## src/rtl/video_timing_gen.sv

```systemverilog
// rtl/video_timing_gen.sv - raster timing generator with selectable test pattern
//
// Ports:
//   clk          pixel clock
//   rst          asynchronous reset, active-high
//   en           run enable; low forces counters to 0 and outputs to idle
//   pattern_sel  0 colour bars, 1 grey ramp, 2 checkerboard, 3 solid grey
//   data_out     {R,G,B} pixel, zero outside active video
//   hs_out       horizontal sync, active level HS_POL
//   vs_out       vertical sync, active level VS_POL
//   de_out       active-video enable
//   h_cnt_out    horizontal position of the output pixel
//   v_cnt_out    vertical position of the output pixel
//   frame_start  one-clock pulse on pixel h=0, v=0
module video_timing_gen #(
    parameter int H_ACTIVE = 1280,
    parameter int H_FP     = 110,
    parameter int H_SYNC   = 40,
    parameter int H_BP     = 220,
    parameter int V_ACTIVE = 720,
    parameter int V_FP     = 5,
    parameter int V_SYNC   = 5,
    parameter int V_BP     = 20,
    parameter int HS_POL   = 1,
    parameter int VS_POL   = 1
) (
    input  logic        clk,
    input  logic        rst,
    input  logic        en,
    input  logic [1:0]  pattern_sel,
    output logic [23:0] data_out,
    output logic        hs_out,
    output logic        vs_out,
    output logic        de_out,
    output logic [11:0] h_cnt_out,
    output logic [11:0] v_cnt_out,
    output logic        frame_start
);

    localparam int H_TOTAL = H_ACTIVE + H_FP + H_SYNC + H_BP;
    localparam int V_TOTAL = V_ACTIVE + V_FP + V_SYNC + V_BP;

    localparam logic [11:0] H_LAST = 12'(H_TOTAL - 1);
    localparam logic [11:0] V_LAST = 12'(V_TOTAL - 1);

    // Window bounds are 13 bits so an end bound of 4096 does not wrap to 0.
    localparam logic [12:0] H_ACT    = 13'(H_ACTIVE);
    localparam logic [12:0] V_ACT    = 13'(V_ACTIVE);
    localparam logic [12:0] HS_START = 13'(H_ACTIVE + H_FP);
    localparam logic [12:0] HS_END   = 13'(H_ACTIVE + H_FP + H_SYNC);
    localparam logic [12:0] VS_START = 13'(V_ACTIVE + V_FP);
    localparam logic [12:0] VS_END   = 13'(V_ACTIVE + V_FP + V_SYNC);

    localparam logic HS_ON = (HS_POL != 0);
    localparam logic VS_ON = (VS_POL != 0);

    // Colour bar boundaries; H_ACTIVE is a multiple of 8 so these are exact.
    localparam int          BAR_W = H_ACTIVE / 8;
    localparam logic [12:0] BAR1  = 13'(1 * BAR_W);
    localparam logic [12:0] BAR2  = 13'(2 * BAR_W);
    localparam logic [12:0] BAR3  = 13'(3 * BAR_W);
    localparam logic [12:0] BAR4  = 13'(4 * BAR_W);
    localparam logic [12:0] BAR5  = 13'(5 * BAR_W);
    localparam logic [12:0] BAR6  = 13'(6 * BAR_W);
    localparam logic [12:0] BAR7  = 13'(7 * BAR_W);

    logic [11:0] h;
    logic [11:0] v;
    logic [1:0]  pat;

    logic [11:0] h_nxt;
    logic [11:0] v_nxt;
    logic [12:0] hx;
    logic [12:0] vx;
    logic        active;
    logic        in_hs;
    logic        in_vs;
    logic [23:0] bar_rgb;
    logic [23:0] pix;

    always_comb begin
        h_nxt = h + 12'd1;
        v_nxt = v;
        if (h == H_LAST) begin
            h_nxt = 12'd0;
            v_nxt = (v == V_LAST) ? 12'd0 : v + 12'd1;
        end
    end

    always_comb begin
        hx     = {1'b0, h};
        vx     = {1'b0, v};
        active = (hx < H_ACT) && (vx < V_ACT);
        in_hs  = (hx >= HS_START) && (hx < HS_END);
        in_vs  = (vx >= VS_START) && (vx < VS_END);
    end

    always_comb begin
        bar_rgb = 24'h000000;
        if      (hx < BAR1) bar_rgb = 24'hFFFFFF;
        else if (hx < BAR2) bar_rgb = 24'hFFFF00;
        else if (hx < BAR3) bar_rgb = 24'h00FFFF;
        else if (hx < BAR4) bar_rgb = 24'h00FF00;
        else if (hx < BAR5) bar_rgb = 24'hFF00FF;
        else if (hx < BAR6) bar_rgb = 24'hFF0000;
        else if (hx < BAR7) bar_rgb = 24'h0000FF;
        else                bar_rgb = 24'h000000;
    end

    always_comb begin
        pix = 24'h000000;
        if (active) begin
            case (pat)
                2'd0:    pix = bar_rgb;
                2'd1:    pix = {h[7:0], h[7:0], h[7:0]};
                2'd2:    pix = (h[5] ^ v[5]) ? 24'hFFFFFF : 24'h000000;
                default: pix = 24'h808080;
            endcase
        end
    end

    // Outputs describe the counter value present before each edge, so they
    // trail the counters by one clock and stay mutually aligned.
    always_ff @(posedge clk or posedge rst) begin
        if (rst) begin
            h           <= 12'd0;
            v           <= 12'd0;
            pat         <= 2'd0;
            data_out    <= 24'h000000;
            hs_out      <= ~HS_ON;
            vs_out      <= ~VS_ON;
            de_out      <= 1'b0;
            h_cnt_out   <= 12'd0;
            v_cnt_out   <= 12'd0;
            frame_start <= 1'b0;
        end else if (!en) begin
            // Counters parked at the frame origin; the pattern keeps tracking
            // pattern_sel so the frame that starts on en rising uses it.
            h           <= 12'd0;
            v           <= 12'd0;
            pat         <= pattern_sel;
            data_out    <= 24'h000000;
            hs_out      <= ~HS_ON;
            vs_out      <= ~VS_ON;
            de_out      <= 1'b0;
            h_cnt_out   <= 12'd0;
            v_cnt_out   <= 12'd0;
            frame_start <= 1'b0;
        end else begin
            h <= h_nxt;
            v <= v_nxt;
            if ((h_nxt == 12'd0) && (v_nxt == 12'd0)) begin
                pat <= pattern_sel;
            end
            data_out    <= pix;
            hs_out      <= in_hs ? HS_ON : ~HS_ON;
            vs_out      <= in_vs ? VS_ON : ~VS_ON;
            de_out      <= active;
            h_cnt_out   <= h;
            v_cnt_out   <= v;
            frame_start <= (h == 12'd0) && (v == 12'd0);
        end
    end

endmodule

```

## config.mk

```make
export PLATFORM = sky130hd
export DESIGN_NAME = video_timing_gen
export DESIGN_NICKNAME = d
export VERILOG_FILES = /design/src/rtl/video_timing_gen.sv
export SDC_FILE = /design/constraint.sdc
export NUM_CORES = 1
export LEC_CHECK = 0
export CORE_UTILIZATION = 49
export DETAILED_ROUTE_END_ITERATION = 10
export PLACE_DENSITY = 0.73
export SYNTH_ARGS = -nofsm -noshare
export SYNTH_HDL_FRONTEND = slang
export SYNTH_SLANG_ARGS = --single-unit
```

## constraint.sdc

```tcl
create_clock -name clk -period 2.48 [get_ports clk]
set_input_delay 0.496 -clock clk [delete_from_list [all_inputs] [get_ports clk]]
set_output_delay 0.496 -clock clk [all_outputs]
set_load 0.01 [all_outputs]
```

==> reports/metrics.cfg, run 1 <==
[place]
dp_hpwl_um = 6660
gp_congestion = 0.953
port_buffers = 56

[final_layout]
area_growth_pct = 32.1
diodes = 0
nNetsFinal = 491
utilization_pct = 68.0
drive_above_1_share_pct = 17.8
fillerInstances = 609

[clocking]
cts-root-buf = clkbuf_8
hold_buffers = 0
clk_pin_slew_ps = 80
clock_sinks = 78
clock_latency_ps = 350
cts_max_level = 3
cts_tree = done
cts_buffers = 9
clockBufferDepth = 2

[routing]
wirelength_um = 9390
avgViaCountPerCell = 5.52
drc = 0
drt-initial-drc-count = 279
drtAntennaViolNets = 0
first_pass_iters = 5
routedWlPerCell_um = 16.1
vias = 3219

[setup_path]
cp-endpoint = pat[1]$_DFFE_PP0P_
cpPeakStageDelay_ps = 560
crit_buf_inv = 1
cp_common_cell = or4_4
worstReg2RegStart = h[7]$_DFF_PP0_
path_class = register to register
worstSetupPathDepth = 8
cp_cell_sequence = or4_4 > or3_4 > buf_4 > or4_4 > nand4_1 > a211o_1 > o21a_1 > o22ai_1
cpMaxStageDelayCell = or4_4
rr_worst_depth = 8
r2r_slack_ps = -70
start_kind = register
critical_path.startpoint = h[7]$_DFF_PP0_
r2r-end = pat[1]$_DFFE_PP0P_
crit_fanout = 6
cp.required_ps = 2710
cp_top_family = simple AND/OR/NAND/NOR gates
end_kind = register
critPathArrivalTime_ps = 2780

[global_routing]
grt_use_total_pct = 24.6
grt_start_max_net_pins = 79
grt-ovfl-total = 0
grt_pass1_vias = 3057
grt_first_pass_wirelength_um = 15500
antenna_found_initial = 0

[sta]
final.min_clock_period_ps = 2550
finalWorstSetupSlack_ps = -72.8
fin_skew_ps = 8.44
setup_violations = 2
max_freq_ghz = 0.392
worstMarginPinSlew_ps = 1120
hold_viol_final = 0
finalCritPeriodShare_pct = 103
setup_tns_ps = -125
slew_headroom_pct = 24.1
rsz0062_at_grt = yes
hold_slack_ps = 528
drv_slew = 0

[synthesis]
synth_top_flop_cell = dfrtp_1
syn_avg_cell_area_um2 = 9.83
synth_top_area_share_pct = 51.5
seq_area_frac_synth_pct = 51.5
synth_most_common_cell = dfrtp_1
yosysUniqueCellTypes = 59
synth_cells = 386
synth_top_cell_by_area = dfrtp_1
synth_area_um2 = 3790
async_reset_ff_share_pct = 100
synth_fp_nets = 398
synth_edf_count = 0
synth.area.top_cells = dfrtp_1 51%, a21oi_1 4.6%, and2_1 4.3%
synth_common_cells = 78 x dfrtp_1, 35 x a21oi_1, 34 x nor2_1
yosysWarningCount = 0
ys_ff_latch = 78

[floorplanning]
core.rowCount = 31
coreArea_um2 = 7370
die_y_um = 90.0
ios = 57
die-area_um2 = 8100
die_x_um = 90.0
start_util_pct = 51.5

[power]
p_comb_share_pct = 12.6
clkPwrFrac_pct = 35.9
p_leak_uw = 0.00221
cellPowerDensity_nw_per_um2 = 525
finalPower_uw = 2630
max-vdd-ir-drop_uv = 274
p_sw_uw = 681
switching_share_pct = 25.9
internal_power_uw = 1950
seqPwrFrac_pct = 51.5

[status]
status = finished, violations left
violations = negative setup slack

[hold_path]
worstHoldPathType = register to register

[run]
maxCapViolCount = 0

flip-flops by register name, summed over array words and instances, names as in the netlist:
signal / flops
data_out: 24
h: 12
de_out: 1
v: 12
pat: 2
vs_out: 1
frame_start: 1
v_cnt_out: 12
hs_out: 1
h_cnt_out: 12
routing by layer:
metal  global-route usage (%)  wire, um
met5                        0         0
met4                     7.26        76
met3                     5.84       564
met2                     37.4      4430
met1                     35.3      4320
cell families (layout without fill, tap and decap cells):
kind of cell	count (synthesis)	count (layout)	synth area share, %
compound gates	82	82	13.4
xor+xnor	17	17	3.92
fa+ha+maj	7	7	2.31
buf+inv	41	139	4.52
flops	78	78	51.5
mux	4	4	1.12
simple gates	157	157	23.3
what timing repair did:
item / CTS / global route
resized for setup: 1 / 4
buffers inserted: 2 / 9
setup endpoints to repair: 2 / 2
pin swaps: 4 / 7
worst min-delay path by stage:
stage                              start                endpoint  depth (start not counted)
after CTS                 v[5]$_DFF_PP0_  v_cnt_out[5]$_DFF_PP0_                          1
after global routing      h[0]$_DFF_PP0_          h[0]$_DFF_PP0_                          1
final                     h[0]$_DFF_PP0_          h[0]$_DFF_PP0_                          1
after global placement    h[0]$_DFF_PP0_          h[0]$_DFF_PP0_                          1
after detailed placement  v[5]$_DFF_PP0_  v_cnt_out[5]$_DFF_PP0_                          1
after floorplan           h[0]$_DFF_PP0_          h[0]$_DFF_PP0_                          1
placed cells by master, fill, tap and decap left out, drive strengths merged, types with 3 or more instances in the layout:
| cell type | synthesis | final |
|---|---|---|
| nand3 | 13 | 13 |
| xnor2 | 12 | 12 |
| xor2 | 5 | 5 |
| and2 | 26 | 26 |
| o211ai | 5 | 5 |
| clkinv | 0 | 3 |
| nor2b | 8 | 8 |
| nor3 | 9 | 9 |
| o21ai | 16 | 16 |
| nand4 | 8 | 8 |
| clkinvlp | 0 | 3 |
| nand2b | 5 | 5 |
| dfrtp | 78 | 78 |
| ha | 7 | 7 |
| nor4 | 9 | 9 |
| o211a | 3 | 3 |
| nor2 | 34 | 34 |
| a21oi | 35 | 35 |
| inv | 14 | 14 |
| clkbuf | 23 | 9 |
| clkdlybuf4s50 | 0 | 56 |
| nor4b | 3 | 3 |
| nand2 | 20 | 20 |
| buf | 4 | 53 |
| or3 | 4 | 4 |
| and3 | 6 | 6 |
| a31oi | 3 | 3 |
power by group through the flow:
stage	Sequential [uW]	Clock [uW]	Combinational, uW
floorplan	1400	0	140
global placement	1380	0	322
detailed placement	1380	0	324
CTS	1360	963	326
global route	1360	1020	360
finish	1360	945	331
metrics by stage:
step / instances / area, um^2 / setup WS (ps)
global placement: 556 / 4700 / 56.8
floorplan: 386 / 3810 / 2.30
CTS: 574 / 4920 / -22.0
finish: 583 / 5010 / -72.8
global route: 583 / 5010 / -157
detailed placement: 556 / 4700 / -15.9
final cells by class:
| class | count | area, um^2 | share of cell area [%] |
|---|---|---|---|
| multi-input combinational | 267 | 1700 | 33.9 |
| sequential | 78 | 1950 | 39.0 |
| tap | 99 | 124 | 2.47 |
| inverter | 14 | 56.3 | 1.12 |
| timing repair buffer | 109 | 983 | 19.6 |
| clock buffer | 9 | 124 | 2.47 |
| clock inverter | 7 | 72.6 | 1.45 |
No activity file was read; power rests on OpenSTA's default activity.
==> run 2: changes to the inputs <==
--- a/config.mk
+++ b/config.mk
@@ -8,6 +8,8 @@
 export CORE_UTILIZATION = 49
 export DETAILED_ROUTE_END_ITERATION = 10
 export PLACE_DENSITY = 0.73
+export SKIP_LAST_GASP = 1
+export SLEW_MARGIN = 10
 export SYNTH_ARGS = -nofsm -noshare
 export SYNTH_HDL_FRONTEND = slang
 export SYNTH_SLANG_ARGS = --single-unit
==> results of run 2 <==
Same layout as run 1: the final DEF is identical, and so are final timing and power.
